## src/rtl/chess_clock_core_if.sv

```systemverilog
// Control and display bus of the N-player chess clock core.
// master drives the buttons/tick and reads the counters; slave is the core.
interface chess_clock_core_if #(
    parameter int unsigned NUM_PLAYERS = 2,
    parameter int unsigned MIN_W       = 7
);
    localparam int unsigned PW = (NUM_PLAYERS > 1) ? $clog2(NUM_PLAYERS) : 1;

    logic                         tick;
    logic                         load;
    logic [MIN_W-1:0]             load_min;
    logic [5:0]                   load_sec;
    logic                         start;
    logic                         pause;
    logic                         turn_end;
    logic [PW-1:0]                active;
    logic [NUM_PLAYERS*MIN_W-1:0] min_all;
    logic [NUM_PLAYERS*6-1:0]     sec_all;
    logic [NUM_PLAYERS-1:0]       flag;
    logic [1:0]                   state;

    modport master (
        output tick, load, load_min, load_sec, start, pause, turn_end,
        input  active, min_all, sec_all, flag, state
    );

    modport slave (
        input  tick, load, load_min, load_sec, start, pause, turn_end,
        output active, min_all, sec_all, flag, state
    );
endinterface

```

## src/rtl/chess_clock_core.sv

```systemverilog
// N-player countdown core: one min:sec counter per player, only the active one runs.
// Optional Fischer increment on turn_end is enabled by defining CHESS_INC_EN.
module chess_clock_core #(
    parameter int unsigned NUM_PLAYERS = 2,
    parameter int unsigned MIN_W       = 7,
    parameter int unsigned MAX_MIN     = 99,
    parameter int unsigned INC_SEC     = 5
) (
    input  logic                clk,
    input  logic                rst,
    chess_clock_core_if.slave   bus
);
    localparam int unsigned PW = (NUM_PLAYERS > 1) ? $clog2(NUM_PLAYERS) : 1;

    typedef enum logic [1:0] {
        S_IDLE  = 2'b00,
        S_RUN   = 2'b01,
        S_PAUSE = 2'b10,
        S_FLAG  = 2'b11
    } state_e;

    if (NUM_PLAYERS < 2 || MAX_MIN >= (1 << MIN_W) || INC_SEC > 59) begin : g_bad_param
        $error("chess_clock_core: illegal parameter combination");
    end

    state_e                 state_q;
    logic [PW-1:0]          active_q;
    logic [MIN_W-1:0]       min_q [NUM_PLAYERS];
    logic [5:0]             sec_q [NUM_PLAYERS];
    logic [NUM_PLAYERS-1:0] flag_q;

    logic [MIN_W-1:0]       dec_min_d, upd_min_d, load_min_d;
    logic [5:0]             dec_sec_d, upd_sec_d, load_sec_d;
    logic                   hit_zero_d;
    logic                   cur_zero_d;
    logic [PW-1:0]          next_active_d;

    // Next value of the active channel: tick decrement, then optional increment.
    always_comb begin
        dec_min_d = min_q[active_q];
        dec_sec_d = sec_q[active_q];
        if (bus.tick) begin
            if (sec_q[active_q] != 6'd0) begin
                dec_sec_d = sec_q[active_q] - 6'd1;
            end else if (min_q[active_q] != '0) begin
                dec_min_d = min_q[active_q] - MIN_W'(1);
                dec_sec_d = 6'd59;
            end
        end
        hit_zero_d = bus.tick && (dec_min_d == '0) && (dec_sec_d == 6'd0);
        cur_zero_d = (min_q[active_q] == '0) && (sec_q[active_q] == 6'd0);
        upd_min_d  = dec_min_d;
        upd_sec_d  = dec_sec_d;
`ifdef CHESS_INC_EN
        if (bus.turn_end) begin
            if ((7'(dec_sec_d) + 7'(INC_SEC)) >= 7'd60) begin
                if (dec_min_d >= MIN_W'(MAX_MIN)) begin
                    upd_min_d = MIN_W'(MAX_MIN);
                    upd_sec_d = 6'd59;
                end else begin
                    upd_min_d = dec_min_d + MIN_W'(1);
                    upd_sec_d = 6'(7'(dec_sec_d) + 7'(INC_SEC) - 7'd60);
                end
            end else begin
                upd_sec_d = 6'(7'(dec_sec_d) + 7'(INC_SEC));
            end
        end
`endif
        next_active_d = (active_q == PW'(NUM_PLAYERS - 1)) ? '0 : active_q + PW'(1);
        load_min_d    = (bus.load_min > MIN_W'(MAX_MIN)) ? MIN_W'(MAX_MIN) : bus.load_min;
        load_sec_d    = (bus.load_sec > 6'd59) ? 6'd59 : bus.load_sec;
    end

    always_ff @(posedge clk) begin
        if (rst) begin
            state_q  <= S_IDLE;
            active_q <= '0;
            flag_q   <= '0;
            for (int i = 0; i < NUM_PLAYERS; i++) begin
                min_q[i] <= '0;
                sec_q[i] <= 6'd0;
            end
        end else if (bus.load) begin
            state_q  <= S_IDLE;
            active_q <= '0;
            flag_q   <= '0;
            for (int i = 0; i < NUM_PLAYERS; i++) begin
                min_q[i] <= load_min_d;
                sec_q[i] <= load_sec_d;
            end
        end else begin
            case (state_q)
                S_IDLE: begin
                    if (bus.start) begin
                        if (cur_zero_d) begin
                            state_q          <= S_FLAG;
                            flag_q[active_q] <= 1'b1;
                        end else begin
                            state_q <= S_RUN;
                        end
                    end
                end
                S_RUN: begin
                    // Reaching 0:00 on this edge overrides increment, switch and pause.
                    if (hit_zero_d) begin
                        min_q[active_q]  <= dec_min_d;
                        sec_q[active_q]  <= dec_sec_d;
                        flag_q[active_q] <= 1'b1;
                        state_q          <= S_FLAG;
                    end else begin
                        min_q[active_q] <= upd_min_d;
                        sec_q[active_q] <= upd_sec_d;
                        if (bus.turn_end) begin
                            active_q <= next_active_d;
                        end
                        if (bus.pause) begin
                            state_q <= S_PAUSE;
                        end
                    end
                end
                S_PAUSE: begin
                    if (bus.start) begin
                        state_q <= S_RUN;
                    end
                end
                default: begin
                end
            endcase
        end
    end

    for (genvar i = 0; i < NUM_PLAYERS; i++) begin : g_out
        assign bus.min_all[i*MIN_W +: MIN_W] = min_q[i];
        assign bus.sec_all[i*6 +: 6]         = sec_q[i];
    end
    assign bus.active = active_q;
    assign bus.flag   = flag_q;
    assign bus.state  = state_q;

endmodule

```

## src/flat_wrapper.sv

```systemverilog
// flat-port wrapper written by rule: the top's interface ports become plain ports
module chess_clock_core_flat 
#(
    parameter int unsigned NUM_PLAYERS = 2,
    parameter int unsigned MIN_W       = 7,
    parameter int unsigned MAX_MIN     = 99,
    parameter int unsigned INC_SEC     = 5
)
  (clk, rst, bus_tick, bus_load, bus_load_min, bus_load_sec, bus_start, bus_pause, bus_turn_end, bus_active, bus_min_all, bus_sec_all, bus_flag, bus_state);
  chess_clock_core_if #(.NUM_PLAYERS(NUM_PLAYERS), .MIN_W(MIN_W)) bus_i ();
  input  logic clk;
  input  logic rst;
  input wire logic [$bits(bus_i.tick)-1:0] bus_tick;
  input wire logic [$bits(bus_i.load)-1:0] bus_load;
  input wire logic [$bits(bus_i.load_min)-1:0] bus_load_min;
  input wire logic [$bits(bus_i.load_sec)-1:0] bus_load_sec;
  input wire logic [$bits(bus_i.start)-1:0] bus_start;
  input wire logic [$bits(bus_i.pause)-1:0] bus_pause;
  input wire logic [$bits(bus_i.turn_end)-1:0] bus_turn_end;
  output wire logic [$bits(bus_i.active)-1:0] bus_active;
  output wire logic [$bits(bus_i.min_all)-1:0] bus_min_all;
  output wire logic [$bits(bus_i.sec_all)-1:0] bus_sec_all;
  output wire logic [$bits(bus_i.flag)-1:0] bus_flag;
  output wire logic [$bits(bus_i.state)-1:0] bus_state;
  assign bus_i.tick = bus_tick;
  assign bus_i.load = bus_load;
  assign bus_i.load_min = bus_load_min;
  assign bus_i.load_sec = bus_load_sec;
  assign bus_i.start = bus_start;
  assign bus_i.pause = bus_pause;
  assign bus_i.turn_end = bus_turn_end;
  assign bus_active = bus_i.active;
  assign bus_min_all = bus_i.min_all;
  assign bus_sec_all = bus_i.sec_all;
  assign bus_flag = bus_i.flag;
  assign bus_state = bus_i.state;
  chess_clock_core #(.NUM_PLAYERS(NUM_PLAYERS), .MIN_W(MIN_W), .MAX_MIN(MAX_MIN), .INC_SEC(INC_SEC)) u_core (.clk(clk), .rst(rst), .bus(bus_i));
endmodule
```

## config.mk

```make
export PLATFORM = sky130hd
export DESIGN_NAME = chess_clock_core_flat
export DESIGN_NICKNAME = d
export VERILOG_FILES = /design/src/rtl/chess_clock_core_if.sv /design/src/rtl/chess_clock_core.sv /design/src/flat_wrapper.sv
export SDC_FILE = /design/constraint.sdc
export NUM_CORES = 1
export LEC_CHECK = 0
export CORE_MARGIN = 4
export CORE_UTILIZATION = 51
export CTS_CLUSTER_SIZE = 12
export DETAILED_ROUTE_END_ITERATION = 10
export HOLD_SLACK_MARGIN = 0.15
export PLACE_DENSITY = 0.79
export SLEW_MARGIN = 20
export SYNTH_ARGS = -nofsm -noshare
export SYNTH_HDL_FRONTEND = slang
export SYNTH_SLANG_ARGS = --single-unit
```

## constraint.sdc

```tcl
create_clock -name clk -period 4 [get_ports clk]
set_input_delay 0.6 -clock clk [delete_from_list [all_inputs] [get_ports clk]]
set_output_delay 0.6 -clock clk [all_outputs]
set_load 0.05 [all_outputs]
```

Word level (Yosys, flattened, before mapping)
Memories as Yosys holds them, arrays and structs flattened. A register that Yosys moved wholly into a read port is not among the register bits.
Cells that the tools add are included.
W data, S select, Z words.

storage, ports and cells
  RAM bits = 26
  output and inout port bits = 31
  memories kept = 2
  word-level logic and storage cells = 98
  register bits = 5
  input port bits = 20

cells by class
  reductions and logical operators = 19
  add/subtract/negate cells = 3
  order comparisons = 4
  equality and inequality tests = 7
  bitwise gates (word level) = 8
  multiplexer cells = 52

memory list
  name          words  bits a word  read ports  clocked after memory_dff  wr ports  RTL line                source
  u_core.min_q  2      7            3           1                         2         chess_clock_core.sv:28  logic [MIN_W-1:0] min_q [NUM_PLAYERS];
  u_core.sec_q  2      6            3           1                         2         chess_clock_core.sv:29  logic [5:0] sec_q [NUM_PLAYERS];

operators by type and width
  operator               count
  $mux W7                8
  $mux W6                8
  $mux W1                25
  $mux W2                8
  $logic_not A7 Y1       2
  $logic_not A6 Y1       2
  $reduce_and A4 Y1      2
  $gt A7 B7 Y1 const B   1
  $reduce_bool A7 Y1     1
  $reduce_or A7 Y1       1
  $sub A7 B1 Y7 const B  1
  $gt A6 B6 Y1 const B   1
  $or A1 B1 Y1           6
  $pmux W2 S3            1
  $reduce_bool A6 Y1     1
  $reduce_or A6 Y1       1
  $sub A6 B1 Y6 const B  1
  $logic_and A1 B1 Y1    4
  $ne A2 B1 Y1 const B   2
  $ne A2 B2 Y1 const B   2
  $pmux W2 S2            1
  $ne A3 B2 Y1 const B   1
  $reduce_and A3 Y1      1
  $reduce_bool A3 Y1     1
  11 further kinds       11

Longest topological paths before layout
  depth after elaboration = 15
  gate-level depth with buffers = 14
  gate-level depth less buffers = 11

Worst setup path before layout
No wires, ideal clock.

  kind = reg2reg
  start point = register with a tool-made name
  end point = register u_core.state_q[0], in the netlist u_core.bus.state[0]
  cell stages (with the launch flop) = 14
  arrival = 3.220 ns
  path slack = 0.648 ns
  period minus slack after synthesis = 3.352 ns
  required time = 3.868 ns
  library setup time = 0.132 ns
  path buffers = 2
  path through = dfxtp_1 > buf_6 > clkbuf_8 > mux2_2 > inv_1 > ha_1 > nor4b_2 > o22ai_2 > a211o_1 > mux2_4 > nor4b_4 > a31oi_1 > nor4bb_1 > a211oi_1

RTL lines
  element               RTL line                source
  end signal, assigned  chess_clock_core.sv:76  state_q <= S_IDLE;
  end signal, assigned  chess_clock_core.sv:84  state_q <= S_IDLE;
  end signal, assigned  chess_clock_core.sv:96  state_q <= S_FLAG;
  end, declared         chess_clock_core.sv:26  state_e state_q;

==> run metrics <==
cts bufs inserted 5; Min-Delay Path Class flop to flop; FF+latch count, synth 32; synthesized instance count about 240; grt met1 use ~30%; die width 74.6 um; layout cells sized above 1 between 10% and 20%; status completed; worst path buffer plus inverter count 1; most common cell after layout, fill and taps aside clkdlybuf4s50_1; Layout Nets ~320; Max clock buf depth 2; Setup crit end kind flop; RSZ-0062 raised after global routing no; wire per inst 18.0 um; max-cap violations 0; Remaining DRCs 0; Mapped Avg Cell Area 9.59 um2; Clock Pin Slew Worst Setup and Hold Paths around 0.070 ns; Period Utilization, post-route roughly nine tenths; crit-path max FO 13; Fmax 277 MHz; Die H approximately 75 um; post-cts hold buffer count 0; Antenna Nets Post-Route 0; GRT Overall Usage 23.4%; overall power 1000 uW; Async S/R FF share, synth 0%; final setup fails 0; largest net degree at the start of global routing 18; detailed-router iteration count before antenna repair 4; critical path arrival roughly 3.8 ns; synthesis warning total 0; vias in the first global route just over 2k; max incr delay on CP between 0.3 and 0.4 ns; crit path launch type flop; storage element area 901 um2; CP max stage cell dfxtp_1; I/O pin count 51; H-tree levels 2; most frequent cells in the layout clkdlybuf4s50_1, o21ai_0, edfxtp_1; Hold WS 0.465 ns; Fillers approximately 330; setup ws final 0.395 ns; Vias 2078; pwr/cell area 344 nW/um2; Cell Area, Synth 2260 um2; skew final ~0.0095 ns; CTS tree built; worst vdd ir 0.000205 V; largest area contributor in the netlist edfxtp_1; clk root buf clkbuf_8; CP delay by family, top simple AND/OR/NAND/NOR gates; synthesized net count 262; Setup TNS Final 0 ns; min Tclk post-route 3.61 ns; Multi-input gate area roughly 1300 um2; count of input and output buffers 50; detailed placement HPWL 4610 um; Synth Flop Type edfxtp_1; Vias per Instance 6.08; worst slack at placement 0.430 ns; postcts setup bufs 0; grt total ovfl 0; GPL Wtd Cong 0.889; number of antenna violations at the first check in global routing 0; Leak 0.00105 uW; Diodes inserted 0; sequential fraction of the synthesis area between 30% and 40%; # rows 23; routed wire length 6140 um; met3 Usage GRT 5.47%; clk sink count 32; Area Overhead vs Synth 28.6%; Initial Util 54.6%; # resized after CTS 0; top cells by area, synth edfxtp_1, o21ai_0, dfxtp_1; Iter 0 DRT Violations 145; Rel. slew slack 53.1%; Post-synth EDFFs 26; die area 5570 um2; Yosys cell types 58; routing usage on met2 about 38%; Worst-Margin Slew 0.702 ns; layer with the highest usage met2; share of the synthesized area in the top cell type 34.5%; first-pass GRT wire length around 10000 um; Cell Chain, Critical Path mux2_2 > inv_1 > ha_1 > nor4b_2 > o22ai_2 > a211o_1 > mux2_4 > nor4b_4 > a31oi_1 > nor4bb_1 > a211oi_1; Data required, critical path 4.16 ns; Worst-Skew Late Latency 0.29 ns; core area a little over 4000 um2; WS Path Type flop to flop; final hold vios 0; Slew Limit Fails 0
[power by group]
| part | switching, uW | total (uW) | internal, uW |
|---|---|---|---|
| Clock | 125 | 282 | 157 |
| Combinational | 191 | 312 | 121 |
| Sequential | 23.1 | 408 | 385 |
| Total | 339 | 1000 | 663 |
[logic make-up (layout without fill, tap and decap cells)]
family | Yosys count | in the layout | share of synthesized area [%]
AND/OR/NAND/NOR | 79 | 79 | 20.8
AO/OA/AOI/OAI | 80 | 80 | 22.7
buffers and inverters | 21 | 77 | 4.81
adder cells (fa/ha/maj) | 6 | 6 | 3.32
flip-flops | 32 | 32 | 39.8
XOR/XNOR | 2 | 2 | 0.774
multiplexers | 16 | 16 | 7.79
[state kept, by name (all words and copies together), names as in the netlist, named ones only]
signal,cells
u_core.bus.flag,2
u_core.bus.active,1
u_core.min_q,14
u_core.sec_q,12
u_core.bus.state,2
[Yosys cell counts, types with 3 or more instances]
master and count:
nor4_1 3, nand3_1 3, a211oi_1 5, ha_1 6, nor4b_1 3, o21a_1 5, edfxtp_1 26, nor3b_1 4
mux2_2 9, nor3_1 7, a21oi_1 9, dfxtp_1 6, nor2_1 13, clkbuf_1 3, o21ai_0 37, mux2i_1 6
or3_1 3, inv_1 13, nand2_1 23
[worst register-to-register path, stage by stage, from the launching register on]
cell and delay, ns:
dfxtp_1 0.39, mux2_2 0.39, inv_1 0.10, ha_1 0.29
nor4b_2 0.38, o22ai_2 0.26, a211o_1 0.39, mux2_4 0.32
nor4b_4 0.32, a31oi_1 0.21, nor4bb_1 0.34, a211oi_1 0.08
[layer usage]
| metal | vias to the layer above | wire (um) |
|---|---|---|
| li1 | 1013 | - |
| met3 | 13 | 438 |
| met1 | 976 | 2640 |
| met2 | 76 | 2940 |
| met4 | 0 | 127 |
| met5 | - | 0 |
[final cells by class]
class	instances	area share (%)
multi-input cells	183	43.1
flip-flops and latches	32	30.9
clock buffers	8	3.44
repair buffers	56	18.7
inverters	13	1.68
well taps	50	2.15
[path summary, 6_finish.rpt]
check | from | end | slack [ns] | cells past startpoint
min reg2reg | u_core.bus.flag[0] | u_core.bus.flag[0] | 0.46 | 1
max | flop | u_core.bus.state[0] | 0.39 | 11
max reg2reg | flop | u_core.bus.state[0] | 0.39 | 11
min | u_core.bus.flag[0] | u_core.bus.flag[0] | 0.46 | 1
[per-stage QoR]
stage	std cells	area, um2	utilization (%)
6_report	342	2910	70.3
5_1_grt	342	2910	70.3
4_1_cts	342	2910	70.3
3_5_place_dp	334	2810	67.8
3_3_place_gp	334	2810	67.8
2_1_floorplan	236	2260	-
(Power assumes the default switching activity.)
